--- src/rtl/duck_flock_pkg.sv ---
// Shared types and default geometry for the duck flock controller.
// Enums give the encodings that appear on the duck_st, flash_mode and game_st ports.
package duck_flock_pkg;

  typedef enum logic [1:0] {
    FLYING = 2'd0,
    HIT    = 2'd1,
    LANDED = 2'd2
  } duck_st_t;

  typedef enum logic [1:0] {
    ZAP_IDLE  = 2'd0,
    ZAP_BLACK = 2'd1,
    ZAP_WHITE = 2'd2,
    ZAP_HELD  = 2'd3
  } zap_st_t;

  typedef enum logic [1:0] {
    START     = 2'd0,
    IN_GAME   = 2'd1,
    GAME_OVER = 2'd2
  } game_st_t;

  typedef enum logic [1:0] {
    FLASH_NORMAL = 2'd0,
    FLASH_BLACK  = 2'd1,
    FLASH_WHITE  = 2'd2
  } flash_t;

  localparam int DEF_SCREEN_W  = 640;
  localparam int DEF_SCREEN_H  = 480;
  localparam int DEF_BOX_W     = 50;
  localparam int DEF_BOX_H     = 50;
  localparam int SPRITE_PERIOD = 30;
  localparam int SPRITE_HALF   = 15;
  localparam int HIT_FALL      = 2;

endpackage

--- src/rtl/duck_flock_ctrl_duck_mover.sv ---
// One duck: position, direction, flight state and relaunch timer.
// Moves one step per frame while step is high; hit and reload are single-frame strobes.
module duck_mover
  import duck_flock_pkg::*;
#(
  parameter int IDX          = 0,
  parameter int N_DUCKS      = 2,
  parameter int SCREEN_W     = DEF_SCREEN_W,
  parameter int SCREEN_H     = DEF_SCREEN_H,
  parameter int BOX_W        = DEF_BOX_W,
  parameter int BOX_H        = DEF_BOX_H,
  parameter int LANDED_DELAY = 120
) (
  input  logic       clk,
  input  logic       rst_n,
  input  logic       step,
  input  logic       hit,
  input  logic       reload,
  input  logic [5:0] speed,
  output logic [9:0] x,
  output logic [9:0] y,
  output duck_st_t   st,
  output logic       fwd,
  output logic       landed
);

  localparam int         XMAX     = SCREEN_W - BOX_W;
  localparam int         YMAX     = SCREEN_H - BOX_H;
  localparam int         TW       = $clog2(LANDED_DELAY + 1);
  localparam logic [9:0] X_INIT   = 10'(IDX * (SCREEN_W / N_DUCKS));
  localparam logic [9:0] Y_INIT   = 10'(YMAX);
  localparam logic       FWD_INIT = ((IDX % 2) == 0);

  logic          down;
  logic [TW-1:0] timer;
  logic [10:0]   x_up;
  logic [10:0]   y_up;
  logic [10:0]   y_fall;

  // 11-bit sums so the clamp compare sees overflow past the screen edge
  assign x_up   = {1'b0, x} + {5'b0, speed};
  assign y_up   = {1'b0, y} + {5'b0, speed};
  assign y_fall = {1'b0, y} + 11'(HIT_FALL);
  assign landed = step && !reload && (st == HIT) && (y_fall >= 11'(YMAX));

  always_ff @(posedge clk or negedge rst_n) begin
    if (!rst_n) begin
      x     <= X_INIT;
      y     <= Y_INIT;
      st    <= FLYING;
      fwd   <= FWD_INIT;
      down  <= 1'b0;
      timer <= '0;
    end else if (reload) begin
      x     <= X_INIT;
      y     <= Y_INIT;
      st    <= FLYING;
      fwd   <= FWD_INIT;
      down  <= 1'b0;
      timer <= '0;
    end else if (hit) begin
      if (st == FLYING) st <= HIT;
    end else if (step) begin
      case (st)
        FLYING: begin
          if (fwd) begin
            if (x_up >= 11'(XMAX)) begin
              x   <= 10'(XMAX);
              fwd <= 1'b0;
            end else begin
              x <= x_up[9:0];
            end
          end else if (x < {4'b0, speed}) begin
            x   <= '0;
            fwd <= 1'b1;
          end else begin
            x <= x - {4'b0, speed};
          end
          if (down) begin
            if (y_up >= 11'(YMAX)) begin
              y    <= 10'(YMAX);
              down <= 1'b0;
            end else begin
              y <= y_up[9:0];
            end
          end else if (y < {4'b0, speed}) begin
            y    <= '0;
            down <= 1'b1;
          end else begin
            y <= y - {4'b0, speed};
          end
        end
        HIT: begin
          if (y_fall >= 11'(YMAX)) begin
            y  <= 10'(YMAX);
            st <= LANDED;
          end else begin
            y <= y_fall[9:0];
          end
        end
        LANDED: begin
          if (timer == TW'(LANDED_DELAY - 1)) begin
            st    <= FLYING;
            fwd   <= 1'b1;
            down  <= 1'b0;
            timer <= '0;
          end else begin
            timer <= timer + 1'b1;
          end
        end
        default: st <= FLYING;
      endcase
    end
  end

endmodule

--- src/rtl/duck_flock_ctrl.sv ---
// Duck-hunt style game controller: game and zapper FSMs, scoring, levels,
// and a bank of duck_mover instances sharing one speed and sprite counter.
module duck_flock_ctrl
  import duck_flock_pkg::*;
#(
  parameter int N_DUCKS      = 2,
  parameter int SCREEN_W     = DEF_SCREEN_W,
  parameter int SCREEN_H     = DEF_SCREEN_H,
  parameter int BOX_W        = DEF_BOX_W,
  parameter int BOX_H        = DEF_BOX_H,
  parameter int SPEED_INIT   = 3,
  parameter int SPEED_MAX    = 15,
  parameter int LANDED_DELAY = 120,
  parameter int MAX_MISSES   = 3
) (
  input  logic                 clk,
  input  logic                 rst_n,
  input  logic                 frame_tick,
  input  logic                 trigger,
  input  logic                 detect,
  output logic [N_DUCKS*10-1:0] duck_x,
  output logic [N_DUCKS*10-1:0] duck_y,
  output logic [N_DUCKS*2-1:0]  duck_st,
  output logic [N_DUCKS-1:0]    duck_fwd,
  output logic [N_DUCKS*2-1:0]  sprite_sel,
  output logic [1:0]            flash_mode,
  output logic [1:0]            flash_idx,
  output logic [1:0]            game_st,
  output logic [7:0]            score,
  output logic [3:0]            level
);

  localparam int MW = $clog2(MAX_MISSES + 1);

  zap_st_t            zap;
  game_st_t           game;
  logic               trig_prev;
  logic [4:0]         frame_cnt;
  logic [MW-1:0]      misses;
  logic [N_DUCKS-1:0] landed_mask;
  logic [N_DUCKS-1:0] mask_next;
  logic [N_DUCKS-1:0] landed;
  logic [N_DUCKS-1:0] hit_vec;
  duck_st_t           st [N_DUCKS];
  logic [5:0]         speed_sum;
  logic [5:0]         speed;
  logic               step;
  logic               reload;
  logic               hit_any;
  logic               last_white;
  logic               miss_evt;
  logic               misses_full;
  logic [2:0]         land_cnt;
  logic [8:0]         score_sum;
  logic [7:0]         score_next;

  assign game_st     = game;
  assign step        = frame_tick && (zap == ZAP_IDLE || zap == ZAP_HELD);
  assign reload      = frame_tick && (game == GAME_OVER) && trigger && !trig_prev;
  assign hit_any     = |hit_vec;
  assign last_white  = (flash_idx == 2'(N_DUCKS - 1));
  assign miss_evt    = (zap == ZAP_WHITE) && !hit_any && last_white;
  assign misses_full = (32'(misses) + 32'd1) >= 32'(MAX_MISSES);
  assign speed_sum   = 6'(SPEED_INIT) + {2'b0, level};
  assign speed       = (speed_sum > 6'(SPEED_MAX)) ? 6'(SPEED_MAX) : speed_sum;

  // A sample only counts against the duck whose box is lit and still flying
  always_comb begin
    hit_vec = '0;
    for (int i = 0; i < N_DUCKS; i++) begin
      if (frame_tick && zap == ZAP_WHITE && detect && flash_idx == 2'(i) && st[i] == FLYING)
        hit_vec[i] = 1'b1;
    end
  end

  always_comb begin
    land_cnt = '0;
    for (int i = 0; i < N_DUCKS; i++) land_cnt = land_cnt + {2'b0, landed[i]};
    score_sum  = {1'b0, score} + {6'b0, land_cnt};
    score_next = score_sum[8] ? 8'hFF : score_sum[7:0];
    mask_next  = landed_mask | landed;
  end

  always_ff @(posedge clk or negedge rst_n) begin
    if (!rst_n) begin
      game        <= START;
      zap         <= ZAP_IDLE;
      flash_mode  <= FLASH_NORMAL;
      flash_idx   <= '0;
      misses      <= '0;
      score       <= '0;
      level       <= '0;
      landed_mask <= '0;
      trig_prev   <= 1'b0;
      frame_cnt   <= '0;
    end else if (frame_tick) begin
      trig_prev <= trigger;
      frame_cnt <= (frame_cnt == 5'(SPRITE_PERIOD - 1)) ? '0 : frame_cnt + 5'd1;
      if (reload) begin
        game        <= START;
        zap         <= ZAP_IDLE;
        flash_mode  <= FLASH_NORMAL;
        flash_idx   <= '0;
        misses      <= '0;
        score       <= '0;
        level       <= '0;
        landed_mask <= '0;
      end else begin
        score <= score_next;
        if (&mask_next) begin
          landed_mask <= '0;
          if (level != 4'hF) level <= level + 4'd1;
        end else begin
          landed_mask <= mask_next;
        end
        // Zapper: black frame, one white frame per duck, then hold until release
        case (zap)
          ZAP_IDLE: begin
            if (game == IN_GAME && trigger) begin
              zap        <= ZAP_BLACK;
              flash_mode <= FLASH_BLACK;
            end
          end
          ZAP_BLACK: begin
            zap        <= ZAP_WHITE;
            flash_mode <= FLASH_WHITE;
            flash_idx  <= '0;
          end
          ZAP_WHITE: begin
            if (hit_any || last_white) begin
              zap        <= ZAP_HELD;
              flash_mode <= FLASH_NORMAL;
              flash_idx  <= '0;
              if (!hit_any) misses <= misses + 1'b1;
            end else begin
              flash_idx <= flash_idx + 2'd1;
            end
          end
          ZAP_HELD: begin
            if (!trigger) zap <= ZAP_IDLE;
          end
        endcase
        case (game)
          START:   if (trigger) game <= IN_GAME;
          IN_GAME: if (miss_evt && misses_full) game <= GAME_OVER;
          default: game <= game;
        endcase
      end
    end
  end

  for (genvar i = 0; i < N_DUCKS; i++) begin : g_duck
    duck_mover #(
      .IDX          (i),
      .N_DUCKS      (N_DUCKS),
      .SCREEN_W     (SCREEN_W),
      .SCREEN_H     (SCREEN_H),
      .BOX_W        (BOX_W),
      .BOX_H        (BOX_H),
      .LANDED_DELAY (LANDED_DELAY)
    ) u_mover (
      .clk    (clk),
      .rst_n  (rst_n),
      .step   (step),
      .hit    (hit_vec[i]),
      .reload (reload),
      .speed  (speed),
      .x      (duck_x[10*i +: 10]),
      .y      (duck_y[10*i +: 10]),
      .st     (st[i]),
      .fwd    (duck_fwd[i]),
      .landed (landed[i])
    );
    assign duck_st[2*i +: 2]    = st[i];
    assign sprite_sel[2*i +: 2] = (st[i] != FLYING) ? 2'd2 :
                                  (frame_cnt < 5'(SPRITE_HALF)) ? 2'd0 : 2'd1;
  end

endmodule

--- config.mk ---
export PLATFORM = sky130hd
export DESIGN_NAME = duck_flock_ctrl
export DESIGN_NICKNAME = d
export VERILOG_FILES = /design/src/rtl/duck_flock_pkg.sv /design/src/rtl/duck_flock_ctrl_duck_mover.sv /design/src/rtl/duck_flock_ctrl.sv
export SDC_FILE = /design/constraint.sdc
export NUM_CORES = 1
export LEC_CHECK = 0
export CAP_MARGIN = 20
export CORE_ASPECT_RATIO = 0.7
export CORE_UTILIZATION = 56
export DETAILED_ROUTE_END_ITERATION = 8
export GPL_ROUTABILITY_DRIVEN = 1
export PLACE_DENSITY = 0.78
export SYNTH_ARGS = -nofsm -noshare
export SYNTH_HDL_FRONTEND = slang
export SYNTH_SLANG_ARGS = --single-unit
--- constraint.sdc ---
create_clock -name clk -period 7.91 [get_ports clk]
set_clock_uncertainty 0.1 [all_clocks]
set_input_delay 1.582 -clock clk [delete_from_list [all_inputs] [get_ports clk]]
set_output_delay 1.582 -clock clk [all_outputs]
set_load 0.1 [all_outputs]
* Word level (Yosys, flattened, before mapping)
Cells that the tools add are included.
Operators by class: equal/unequal tests 32, magnitude comparators 13, mux-type cells 119, add/subtract/negate cells 20, bitwise operators 1, reductions and logical operators 67
Operators by type and width (count):
- $mux 10 | 28
- $mux 7 | 10
- $mux 2 | 31
- $add 10x5->11 | 4
- $ge 11x9->1 const B | 4
- $lt 10x5->1 | 4
- $pmux 10 s2 | 2
- $sub 10x5->10 | 4
- $mux 1 | 31
- $reduce_and 4->1 | 6
- $reduce_bool 3->1 | 8
- $add 10x2->11 const B | 2
- $ge 11x10->1 const B | 2
- $reduce_bool 2->1 | 11
- $ne 3x1->1 const B | 7
- $reduce_and 3->1 | 7
- $logic_and 1x1->1 | 19
- $pmux 2 s3 | 3
- $mux 8 | 2
- $add 7x1->7 const B | 2
- $eq 7x7->1 const B | 2
- $mux 4 | 3
- $eq 2x1->1 const B | 5
- $eq 2x2->1 const B | 5
- 30 further kinds | 50
Word-level totals: bits in registers 92, bits of input ports 5, output and inout bits 68

* Depth between registers and ports, before layout
word-level depth 14, depth in mapped cells 19, mapped depth without buffers 19

* Hierarchy
Synthesis repeated with hierarchy kept, for this count alone.
Second synthesis, totals: cells, all modules 1184, area total of the unflattened synthesis 9377.7 um2
By module, submodules not included:
- duck_mover (g_duck[1].u_mover) | cells each 496, instances 1, sequential area each 785.8 um2, area an instance 3783.6 um2
- duck_mover (g_duck[0].u_mover) | cells each 467, instances 1, sequential area each 784.5 um2, area an instance 3590.9 um2
- duck_flock_ctrl | cells each 221, instances 1, sequential area each 750.7 um2, area an instance 2003.2 um2

* Worst setup path before layout
Ideal clock, no wire load.
kind flip-flop to output port, start point register g_duck[1].u_mover.st[0], end point output sprite_sel[2], data required time 6.228 ns, slack 3.153 ns, arrival time 3.075 ns, cell stages (with the launch flop) 5, cell sequence dfrtp_1 > clkbuf_1 > nor2_1 > inv_1 > nor2_1
Between the ends: word-level cells in the longest chain between the ends 2
Ends and longest elaborated chain:
- start: declaration | line duck_flock_ctrl_duck_mover.sv:22 | output duck_st_t st,
- start signal: assignment | line duck_flock_ctrl_duck_mover.sv:50 | st <= FLYING;
- start signal: assignment | line duck_flock_ctrl_duck_mover.sv:57 | st <= FLYING;
- start signal: assignment | line duck_flock_ctrl_duck_mover.sv:62 | if (st == FLYING) st <= HIT;
- $reduce_bool 2->1 | line duck_flock_ctrl.sv:175 | assign sprite_sel[2*i +: 2] = (st[i] != FLYING) ? 2'd2 :
- $mux 2 | line duck_flock_ctrl.sv:175
- end: declaration | line duck_flock_ctrl.sv:25 | output logic [N_DUCKS*2-1:0] sprite_sel,
No other way between the ends.

* Worst setup path in the final report
start point input frame_tick, end point register score[5]
Between the ends: word-level cells in the longest chain between the ends 11, elaborated cells between the ends (all ways) 14
Ends and longest elaborated chain:
- start: declaration | line duck_flock_ctrl.sv:18 | input logic frame_tick,
- $logic_and 1x1->1 (3 in series) | line duck_flock_ctrl.sv:59 | assign reload = frame_tick && (game == GAME_OVER) && trigger && !trig_prev;
- $logic_not 1->1 | line duck_flock_ctrl_duck_mover.sv:44 | assign landed = step && !reload && (st == HIT) && (y_fall >= 11'(YMAX));
- $logic_and 1x1->1 (3 in series) | line duck_flock_ctrl_duck_mover.sv:44
- $add 1x1->2 | line duck_flock_ctrl.sv:78 | for (int i = 0; i < N_DUCKS; i++) land_cnt = land_cnt + {2'b0, landed[i]};
- $add 8x2->9 | line duck_flock_ctrl.sv:79 | score_sum = {1'b0, score} + {6'b0, land_cnt};
- $mux 8 | line duck_flock_ctrl.sv:80 | score_next = score_sum[8] ? 8'hFF : score_sum[7:0];
- $mux 8 | line duck_flock_ctrl.sv:99 | if (reload) begin
- end signal: assignment | line duck_flock_ctrl.sv:109 | score <= score_next;
- end: declaration | line duck_flock_ctrl.sv:29 | output logic [7:0] score,
Parallel ways exist; a longest one is shown, timed or not. A chain may end at the register's enable or synchronous reset.

==> qor.yml <==
setup_path:
  worstPathRequired_ns: 8.07
  cp.arrival_ns: 5.62
  end_kind: "flip-flop"
  crit_fanout: 29
  worst_setup_path_start_kind: "input port"
  worst-setup-path-type: "in2reg"
sta:
  holdWs_ns: 0.419
  layout_min_cycle_time_ns: 5.46
  tightestPinTransition_ns: 1.02
  rsz0062_at_grt: "no"
  finalSetupViolCount: 0
  finalHoldViolations: 0
  fmax_mhz: 183
  tns_ns: 0
  slew_headroom: 0.315
  slew_violations: 0
  timing.final.crit_share: 0.690
clock_tree:
  post_cts_buffers: 0
  cts_resized: 0
  cts.sinks: 92
  cts_hold_buf: 0
  cts_buffer_depth: 2
  clkLatencyLatePin_ns: 0.35
  path_clk_slew_ns: 0.07
  cts_htree_levels: 3
  cts_tree: "done"
  cts_inserted_buffers: 9
  cts-root-buf: "clkbuf_16"
routing:
  routed_via_density: 6.45
  drtPass1Iterations: 5
  drcViolationCount: 0
  ant_nets: 0
  wire_per_inst_um: 18.3
  drt-total-wl_um: 23700
  drtIter0Drc: 867
  num_vias: 8368
layout:
  antenna_cells: 0
  area_delta_synth_final_pct: 13.1
  post-route-util: 0.650
  fillers: 1224
  final_nets: 1172
  drive_above_1_share: 0.0671
  final_cells: 1298
place:
  gp_congestion: 0.937
  place_inst: 1281
  port_buffers: 72
  place_hpwl_um: 17000
floorplanning:
  floorplan.initialDensity: 0.575
  die_w_um: 149
  chipHeight_um: 105
  ioPinCount: 73
  die-area_um2: 15700
  num_rows: 37
  core_um2: 14800
outcome:
  status: "completed"
global_routing:
  grt_pass1_wl_um: 38800
  gr-usage-all-layers: 0.309
  antenna_found_initial: 0
  first_global_vias: 7506
  grt_max_degree: 76
  use_met3: 0.0603
  grt_overflow_total: 0
  grt_util_met2: 0.441
  gr-usage-met1: 0.477
  top_usage_layer: "met1"
worst_hold_path:
  hold_class: "reg2reg"
logic_synthesis:
  syn_area_per_cell_um2: 8.00
  synthTopCellsByArea: "dfrtp_1 23%, ha_1 8.8%, a21oi_1 5.1%, nand2_1 4.7%, dfstp_2 4.6%"
  ys_warn_count: 0
  synth_seq_area_share: 0.274
  ys_seq_elements: 92
  async_flop_share: 1.00
  yosysTopAreaCell: "dfrtp_1"
  synth_top_cell_area_share: 0.227
  synth_ff_type: "dfrtp_1"
  synth_edf_count: 0
  synth.distinct_cells: 88
  netlist_instances: 1061
  syn_area_um2: 8490
run:
  cap_violations: 0
worst paths after layout:
path,endpoint,slack (ns),startpoint,depth (start not counted)
max,score[5],2.45,frame_tick,14
min,frame_cnt[4],0.42,frame_cnt[4],1
max reg2reg,g_duck[1].u_mover.x[5],3.11,level[0],13
min reg2reg,frame_cnt[4],0.42,frame_cnt[4],1
max in group asynchronous,g_duck[1].u_mover.timer[0],5.49,rst_n,2
min in group asynchronous,g_duck[0].u_mover.timer[4],0.99,rst_n,1
synth_stat cells, types with 5 or more instances:
cell type	instances
and3_1	11
clkbuf_1	27
o21bai_1	17
o22ai_1	11
a21o_1	15
dfstp_2	15
and2_1	9
a221oi_1	5
a211oi_1	15
o21a_1	10
and4_1	5
o211ai_1	11
dfrtp_1	77
a41oi_1	5
or2_2	5
ha_1	60
fa_1	9
nor3b_1	7
nand2_1	106
nor2_1	101
or3_1	14
mux2i_1	11
nand2b_1	7
o31ai_1	13
buf_2	22
a21boi_0	7
nand4_1	14
a21oi_1	86
inv_1	57
nand3_1	32
o21ai_0	78
nor2b_1	8
xor2_1	15
nor4_1	5
nand3b_1	6
nor3_1	32
xnor2_1	16
a31oi_1	12
layout by cell type, fill, tap and decap left out, types with 13 or more instances in the layout:
master	instances
nand2_1	106
nor2_1	101
a21oi_1	86
o21ai_0	78
dfrtp_1	77
clkdlybuf4s50_1	71
ha_1	60
inv_1	57
nand3_1	32
nor3_1	32
o21bai_1	17
xnor2_1	16
xor2_1	15
a21o_1	15
a211oi_1	15
dfstp_2	15
nand4_1	14
or3_1	14
o31ai_1	13
cell families after synthesis:
group | Yosys count | share of synthesized area
AOI/OAI and AO/OA | 354 | 0.283
xor gates and xnor gates | 31 | 0.0320
adders and majority gates | 69 | 0.110
buffers and inverters | 115 | 0.0572
DFF | 92 | 0.274
muxes | 15 | 0.0183
other | 2 | 0.000885
and+or+nand+nor | 383 | 0.225
state kept, by name (all words and copies together), names as in the netlist, 4 cells and up:
| name | count |
|---|---|
| g_duck.u_mover.timer | 14 |
| frame_cnt | 5 |
| score | 8 |
| g_duck.u_mover.x | 20 |
| level | 4 |
| g_duck.u_mover.st | 4 |
| g_duck.u_mover.y | 20 |
critical path: stages:
cell             delay (ns)
clkdlybuf4s50_1        1.12
inv_1                  0.32
nor2_1                 0.77
nand4_1                0.23
fa_1                   0.43
inv_1                  0.08
ha_1                   0.20
nand2_1                0.11
nor2_1                 0.17
and2_1                 0.21
nor2_1                 0.08
nand2_1                0.07
nand2_1                0.05
a21oi_1                0.17
through the flow:
stage | area [µm²] | setup slack (ns)
after floorplan | 8510 | 3.15
after global placement | 9240 | 2.35
after detailed placement | 9240 | 2.24
after CTS | 9590 | 2.57
after global routing | 9600 | 2.08
final | 9600 | 2.45
layer usage:
metal,vias to the layer above,share of wire
li1,3951,-
met1,3972,0.47
met2,413,0.43
met3,32,0.087
met4,0,0.014
met5,-,0
layout make-up:
type | instances | area, µm² | area share
clock inverters | 6 | 119 | 0.0124
inverters | 57 | 214 | 0.0223
flip-flops and latches | 92 | 2320 | 0.242
multi-input cells | 860 | 5710 | 0.595
clock buffers | 10 | 229 | 0.0239
well taps | 195 | 244 | 0.0254
repair buffers | 78 | 763 | 0.0795
Power is not shown: default switching activity piles up to over one toggle a cycle in this logic, so the estimate is an artifact.
